**src/rtl/id_pipe.sv**
```systemverilog
// ==========================================================================
// id_pipe : registered instruction decode stage with flag and load interlocks
// Rev 1.0
// ==========================================================================
`default_nettype none

module id_pipe #(
  parameter int DATA_W     = 8,
  parameter int JMP_ADDR_W = 5,
  parameter int DM_LAT     = 1
) (
  input  logic                  CLK,
  input  logic                  RST_N,
  input  logic                  IN_VALID,
  output logic                  IN_READY,
  input  logic [DATA_W+7:0]     ID_IN,
  input  logic                  FR_Z,
  input  logic                  FR_S,
  input  logic                  FR_VALID,
  output logic                  OUT_VALID,
  input  logic                  OUT_READY,
  output logic                  JMP,
  output logic [JMP_ADDR_W-1:0] JMP_ADDR,
  output logic                  RF_EN,
  output logic [1:0]            RF_ADDR,
  output logic                  DM_EN,
  output logic [DATA_W+1:0]     DM_ADDR,
  output logic [1:0]            ALU_MUX_SRC,
  output logic [DATA_W-1:0]     ID_OUT,
  output logic [3:0]            ALU_OP,
  output logic                  ACC_EN
);

  localparam int         IW      = DATA_W + 8;
  localparam logic [3:0] OP_ST   = 4'h6;
  localparam logic [3:0] OP_LD   = 4'h7;
  localparam logic [3:0] OP_JZ   = 4'h8;
  localparam logic [3:0] OP_JS   = 4'h9;
  localparam logic [3:0] OP_JMP  = 4'hF;
  localparam logic [3:0] ALU_NOP = 4'hA;
  localparam logic [2:0] LD_CNT  = 3'(DM_LAT);

  typedef enum logic [1:0] {
    RUN       = 2'd0,
    FLAG_WAIT = 2'd1,
    LD_WAIT   = 2'd2
  } state_e;

  state_e                  state_q, state_d;
  logic [2:0]              cnt_q, cnt_d;
  logic [IW-1:0]           held_q, held_d;

  logic                    out_valid_q, out_valid_d;
  logic                    jmp_q, jmp_d;
  logic [JMP_ADDR_W-1:0]   jmp_addr_q, jmp_addr_d;
  logic                    rf_en_q, rf_en_d;
  logic [1:0]              rf_addr_q, rf_addr_d;
  logic                    dm_en_q, dm_en_d;
  logic [DATA_W+1:0]       dm_addr_q, dm_addr_d;
  logic [1:0]              mux_src_q, mux_src_d;
  logic [DATA_W-1:0]       id_out_q, id_out_d;
  logic [3:0]              alu_op_q, alu_op_d;
  logic                    acc_en_q, acc_en_d;

  logic [IW-1:0]           w_src;
  logic [3:0]              w_op;
  logic [1:0]              w_mux;
  logic [1:0]              w_page;
  logic [DATA_W-1:0]       w_data;
  logic [JMP_ADDR_W-1:0]   w_target;
  logic                    w_dec_jmp;
  logic [JMP_ADDR_W-1:0]   w_dec_jmp_addr;
  logic                    w_dec_rf_en;
  logic                    w_dec_dm_en;
  logic [3:0]              w_dec_alu_op;
  logic                    w_dec_acc_en;
  logic                    w_out_free;
  logic                    w_in_ready;
  logic                    w_accept;
  logic                    w_is_cond;
  logic                    w_load;

  // A held conditional jump is decoded from its saved copy while waiting for flags.
  always_comb begin
    w_src    = (state_q == FLAG_WAIT) ? held_q : ID_IN;
    w_op     = w_src[IW-1 -: 4];
    w_mux    = w_src[DATA_W+3 -: 2];
    w_page   = w_src[DATA_W+1 -: 2];
    w_data   = w_src[DATA_W-1:0];
    w_target = w_data[DATA_W-1 -: JMP_ADDR_W];
  end

  always_comb begin
    w_dec_jmp    = 1'b0;
    w_dec_rf_en  = 1'b0;
    w_dec_dm_en  = 1'b0;
    w_dec_acc_en = 1'b0;
    w_dec_alu_op = ALU_NOP;
    case (w_op)
      4'h0, 4'h1, 4'h2, 4'h3, 4'h4, 4'h5: begin
        w_dec_alu_op = w_op;
        w_dec_acc_en = 1'b1;
      end
      OP_ST: begin
        w_dec_rf_en = (w_mux == 2'b00);
        w_dec_dm_en = (w_mux == 2'b11);
      end
      OP_LD: begin
        w_dec_alu_op = OP_LD;
        w_dec_acc_en = 1'b1;
      end
      OP_JZ:   w_dec_jmp = FR_Z;
      OP_JS:   w_dec_jmp = FR_S;
      OP_JMP:  w_dec_jmp = 1'b1;
      default: ;
    endcase
    w_dec_jmp_addr = w_dec_jmp ? w_target : '0;
  end

  // Ready is gated by reset so it reads 0 while the block is held in reset.
  always_comb begin
    w_out_free = !out_valid_q || OUT_READY;
    w_in_ready = RST_N && (state_q == RUN) && w_out_free;
    w_accept   = IN_VALID && w_in_ready;
    w_is_cond  = (w_op == OP_JZ) || (w_op == OP_JS);
  end

  always_comb begin
    state_d = state_q;
    cnt_d   = cnt_q;
    held_d  = held_q;
    w_load  = 1'b0;
    case (state_q)
      RUN: begin
        if (w_accept) begin
          if (w_is_cond && !FR_VALID) begin
            held_d  = ID_IN;
            state_d = FLAG_WAIT;
          end else begin
            w_load = 1'b1;
            if ((w_op == OP_LD) && (w_mux == 2'b11) && (DM_LAT > 0)) begin
              cnt_d   = LD_CNT;
              state_d = LD_WAIT;
            end
          end
        end
      end
      FLAG_WAIT: begin
        if (FR_VALID && w_out_free) begin
          w_load  = 1'b1;
          held_d  = '0;
          state_d = RUN;
        end
      end
      LD_WAIT: begin
        if (cnt_q <= 3'd1) begin
          cnt_d   = 3'd0;
          state_d = RUN;
        end else begin
          cnt_d = cnt_q - 3'd1;
        end
      end
      default: state_d = RUN;
    endcase
  end

  always_comb begin
    out_valid_d = w_load ? 1'b1 : (OUT_READY ? 1'b0 : out_valid_q);
    jmp_d       = w_load ? w_dec_jmp            : jmp_q;
    jmp_addr_d  = w_load ? w_dec_jmp_addr       : jmp_addr_q;
    rf_en_d     = w_load ? w_dec_rf_en          : rf_en_q;
    rf_addr_d   = w_load ? w_page               : rf_addr_q;
    dm_en_d     = w_load ? w_dec_dm_en          : dm_en_q;
    dm_addr_d   = w_load ? {w_page, w_data}     : dm_addr_q;
    mux_src_d   = w_load ? w_mux                : mux_src_q;
    id_out_d    = w_load ? w_data               : id_out_q;
    alu_op_d    = w_load ? w_dec_alu_op         : alu_op_q;
    acc_en_d    = w_load ? w_dec_acc_en         : acc_en_q;
  end

  always_ff @(posedge CLK or negedge RST_N) begin
    if (!RST_N) begin
      state_q     <= RUN;
      cnt_q       <= 3'd0;
      held_q      <= '0;
      out_valid_q <= 1'b0;
      jmp_q       <= 1'b0;
      jmp_addr_q  <= '0;
      rf_en_q     <= 1'b0;
      rf_addr_q   <= 2'd0;
      dm_en_q     <= 1'b0;
      dm_addr_q   <= '0;
      mux_src_q   <= 2'd0;
      id_out_q    <= '0;
      alu_op_q    <= ALU_NOP;
      acc_en_q    <= 1'b0;
    end else begin
      state_q     <= state_d;
      cnt_q       <= cnt_d;
      held_q      <= held_d;
      out_valid_q <= out_valid_d;
      jmp_q       <= jmp_d;
      jmp_addr_q  <= jmp_addr_d;
      rf_en_q     <= rf_en_d;
      rf_addr_q   <= rf_addr_d;
      dm_en_q     <= dm_en_d;
      dm_addr_q   <= dm_addr_d;
      mux_src_q   <= mux_src_d;
      id_out_q    <= id_out_d;
      alu_op_q    <= alu_op_d;
      acc_en_q    <= acc_en_d;
    end
  end

  assign IN_READY    = w_in_ready;
  assign OUT_VALID   = out_valid_q;
  assign JMP         = jmp_q;
  assign JMP_ADDR    = jmp_addr_q;
  assign RF_EN       = rf_en_q;
  assign RF_ADDR     = rf_addr_q;
  assign DM_EN       = dm_en_q;
  assign DM_ADDR     = dm_addr_q;
  assign ALU_MUX_SRC = mux_src_q;
  assign ID_OUT      = id_out_q;
  assign ALU_OP      = alu_op_q;
  assign ACC_EN      = acc_en_q;

endmodule

`default_nettype wire

```
**config.mk**
```make
export PLATFORM = sky130hd
export DESIGN_NAME = id_pipe
export DESIGN_NICKNAME = d
export VERILOG_FILES = /design/src/rtl/id_pipe.sv
export SDC_FILE = /design/constraint.sdc
export NUM_CORES = 1
export LEC_CHECK = 0
export ABC_AREA = 1
export CORE_MARGIN = 2
export CORE_UTILIZATION = 24
export DETAILED_ROUTE_END_ITERATION = 16
export HOLD_SLACK_MARGIN = 0.12
export RECOVER_POWER = 100
export SLEW_MARGIN = 20
export SYNTH_ARGS = -nofsm -noshare
export SYNTH_HDL_FRONTEND = slang
export SYNTH_SLANG_ARGS = --single-unit
```
**constraint.sdc**
```tcl
create_clock -name CLK -period 2.29 [get_ports CLK]
set_input_delay 0.3435 -clock CLK [delete_from_list [all_inputs] [get_ports CLK]]
set_output_delay 0.3435 -clock CLK [all_outputs]
set_load 0.005 [all_outputs]
```
==> run summary <==
The startpoint type of the worst setup path is a register. The relative slew slack came out at 0.329. Synthesis handed over a netlist of 296 instances.

The horizontal die dimension is 105 um. nand2_1 is the most common cell in the netlist. Counting every net in the synthesized netlist gives 321. The switching share of power came out at 0.272.

Row generation in the floorplan step produced 36 rows. Counting along the longest clock path gives a buffer depth of 2. The initial antenna violation count is 0. The number of hold buffers added after CTS was 1. The net switching power is 0.530 mW. CTS built an H-tree with a depth of 2. The worst flop-to-flop path startpoint is state_q[1]. The routed layout has 2,028 vias.

The port buffer count is 59. Setup repair after global routing left no endpoint under its margin. The number of distinct library cell variants in the gate-level netlist after synthesis is 26. The worst hold path terminates at held_q[5]. The routed wirelength normalized by instance count is 12.1 um. The share of the Yosys chip area taken by registers is 0.482. The number of setup violations in the final report came out at 0. Of all cell types, the one taking the most synthesized area is dfrtp_1. Data on the critical path is required at its endpoint by 1950 ps.

The share of flip-flops with an asynchronous set or reset came out at 1.00. The delay of the slowest cell on the worst path is 540 ps. The type of the worst setup path is register to output pin. The maximum fanout encountered on the critical timing path is 10.

The portion of synthesized cell area occupied by the leading cell type is 0.461. The number of remaining DRC errors came out at 0. The capturing element type of the critical path is an output pin. The total wire length after detailed routing is 5790 um. In the final layout, the share of cells above drive strength 1 is 0.0807. The number of global-route vias before repair is 2,020. The placeable core region came out at 0.00982 mm^2. The critical path arrival came out at 1750 ps. The worst hold-check path type is register to register. The share of total power dissipated in sequential elements is 0.520. At the pin with the least slew margin, the transition time is 1010 ps. The largest net degree at the start of global routing is 30. The final layout contains 372 nets. The fmax is 0.478 GHz. The die area came out at 0.0110 mm^2. The buffers inserted during post-CTS setup optimization came out at 0.

The post-place instance area came out at 0.00309 mm^2. The pre-antenna-repair detailed-routing pass consisted of 4 iterations. The total negative slack came out at 0 ps. In this run the critical register-to-register path is captured at JMP_ADDR[0].

The clock buffer count from CTS came out at 5. For this configuration, the core starts out at a cell density of 0.249. The final weighted congestion of routability-driven global placement came out at 0.771. In this run the power density over the cells is 623 mW/mm^2. The most used flip-flop cell after synthesis is dfrtp_1. The die outline height came out at 105 um. Clock skew on the completed layout was measured at 8.06 ps.

The internal power of the cells totals 1.42 mW. The run finished with clean final reports. The average instance in the mapped netlist occupies 8.26 um^2. The final standard cell area without fillers is 0.00312 mm^2.

For this design the static power due to leakage is 1.60 nW. The signal on the critical path passes through nor2_4 -> nand3_1 -> inv_1 -> clkdlybuf4s50_1. After clock tree synthesis, the clock-pin slew on the worst setup and hold paths is 80 ps. In this run the clock root is driven by a clkbuf_8. The detailed placement HPWL is 4400 um.

The number of warning messages in the yosys log came out at 0. In this run, synthesis produced a sequential element count of 47. The final hold slack came out at 482 ps. After synthesis, the cell types taking the most area are dfrtp_1 46%, nand2_1 18%, nand3_1 6.8%. The worst hold path was traced through 2 stages.

The clock reaches the later pin of the worst-skew pair after 300 ps. The cell area that synthesis handed to floorplanning was 0.00244 mm^2. The final critical path time including I/O delays and setup came out at 2090 ps. Max-cap violations in this run came to 0.

By count the netlist is led by 114 x nand2_1, 45 x dfrtp_1, 33 x nand3_1, 20 x inv_1. The count of buffer and inverter cells on the critical path came out at 2. The average vias per placed instance came out at 4.23. Pin placement for this block handled 60 I/O pins.

For this design, the slowest cell found on the critical path is dfrtp_1. The worst ir drop on vdd came out at 0.217 mV. The number of max-slew violations in the final report came to 0. The number of DRC markers in iteration 0 came out at 118. The final-report hold violation count is 0. In the finished design, the share of the clock period the worst path needs comes to 0.914.

The count of clock tree sinks is 47. The slack of the worst reg-to-reg path came out at 340 ps. The synthesized design contains 0 enable-type register cells.

TritonCTS built the clock tree. The relative area change from synthesis to final layout is 27.8%. On the critical path the largest part of the delay comes from buffers and inverters. The count of antenna-violating nets left after detailed routing came out at 0. The total overflow left after global routing is 0.

The count of instances resized after the clock tree is built is 0. Of the total power, the clock network draws 0.259. The beginning of the worst hold path is held_q[5]. The wire length of the first global-routing pass is 9880 um. For this run, the total global-route usage over all layers was measured as 0.111. The depth of the worst register-to-register path is 10.

The antenna diode count came out at 0. The proportion of power drawn by combinational gates came out at 0.222.
## routing by layer
metal | track usage | wire length (um) | vias up
li1 | - | - | 1031
met1 | 0.144 | 2750 | 938
met2 | 0.178 | 2690 | 53
met3 | 0.0218 | 278 | 6
met4 | 0.0486 | 79 | 0
met5 | 0 | 0 | -
## cell type report
| cell class | instances | area (um^2) |
|---|---|---|
| Timing Repair Buffer | 64 | 631 |
| Clock buffer | 6 | 82.6 |
| Inverter | 23 | 88.8 |
| Sequential cell | 47 | 1180 |
| Tap cell | 133 | 166 |
| Multi-Input combinational cell | 206 | 972 |
| Fill cell | 1094 | 6700 |
| Clock inverter | 1 | 5.00 |
## power by group through the flow
stage | combinational, mW | clock [mW] | sequential [mW]
CTS | 0.504 | 0.520 | 1.02
finish | 0.431 | 0.503 | 1.01
global route | 0.488 | 0.557 | 1.03
floorplan | 0.251 | 0 | 1.03
detailed placement | 0.501 | 0 | 1.04
global placement | 0.495 | 0 | 1.03
## worst max path at each step
stage                     from         end  slack [ps]  cells after the start
finish              state_q[0]    IN_READY         200                      4
floorplan           state_q[1]  held_q[12]         730                     11
global route        state_q[0]    IN_READY          90                      4
detailed placement   OUT_READY   held_q[0]         210                      8
CTS                 state_q[0]    IN_READY         170                      4
global placement     OUT_READY    IN_READY         270                      6
## cells by family after synthesis
kind of cell	after synthesis	share of synthesized area
AO/OA/AOI/OAI	32	0.0937
adder cells (fa/ha/maj)	2	0.0102
buffers and inverters	43	0.100
flip-flops	47	0.482
AND/OR/NAND/NOR	172	0.314
## sequential cells by signal (all words and copies together) (netlist names), 2 cells and up
name,count
ALU_MUX_SRC,2
ALU_OP,4
DM_ADDR,8
JMP_ADDR,5
RF_ADDR,2
cnt_q,3
held_q,16
state_q,2
## worst register-to-register path, cell delays in order, from the launching register on
cell and delay, ps:
dfrtp_1 480, inv_4 220, nand2_4 180, nand2_1 120
nand2_2 90, nor2_4 150, nand3_4 120, nand2_4 160
inv_2 160, nand3_1 110, nand2_1 50
## per-stage QoR
step	utilization	setup WS, ps	total power, mW	cells
after floorplan	-	729	1.28	296
after global routing	0.318	91.1	2.08	480
after global placement	0.314	267	1.52	472
final	0.318	196	1.95	480
after CTS	0.324	175	2.04	480
after detailed placement	0.314	215	1.54	472
## layout by cell type, fill, tap and decap left out, drive strengths merged
master,Yosys,layout
nand2,121,121
dfrtp,45,45
dlygate4sd3,0,37
nand3,34,34
o21ai,27,27
inv,23,23
clkdlybuf4s50,0,22
nor2,12,12
clkbuf,3,9
nand4,3,3
a21oi,3,3
dfstp,2,2
a21boi,2,2
ha,2,2
buf,17,2
nand3b,1,1
or2,1,1
clkinv,0,1
No activity file was read; power rests on OpenSTA's default activity.
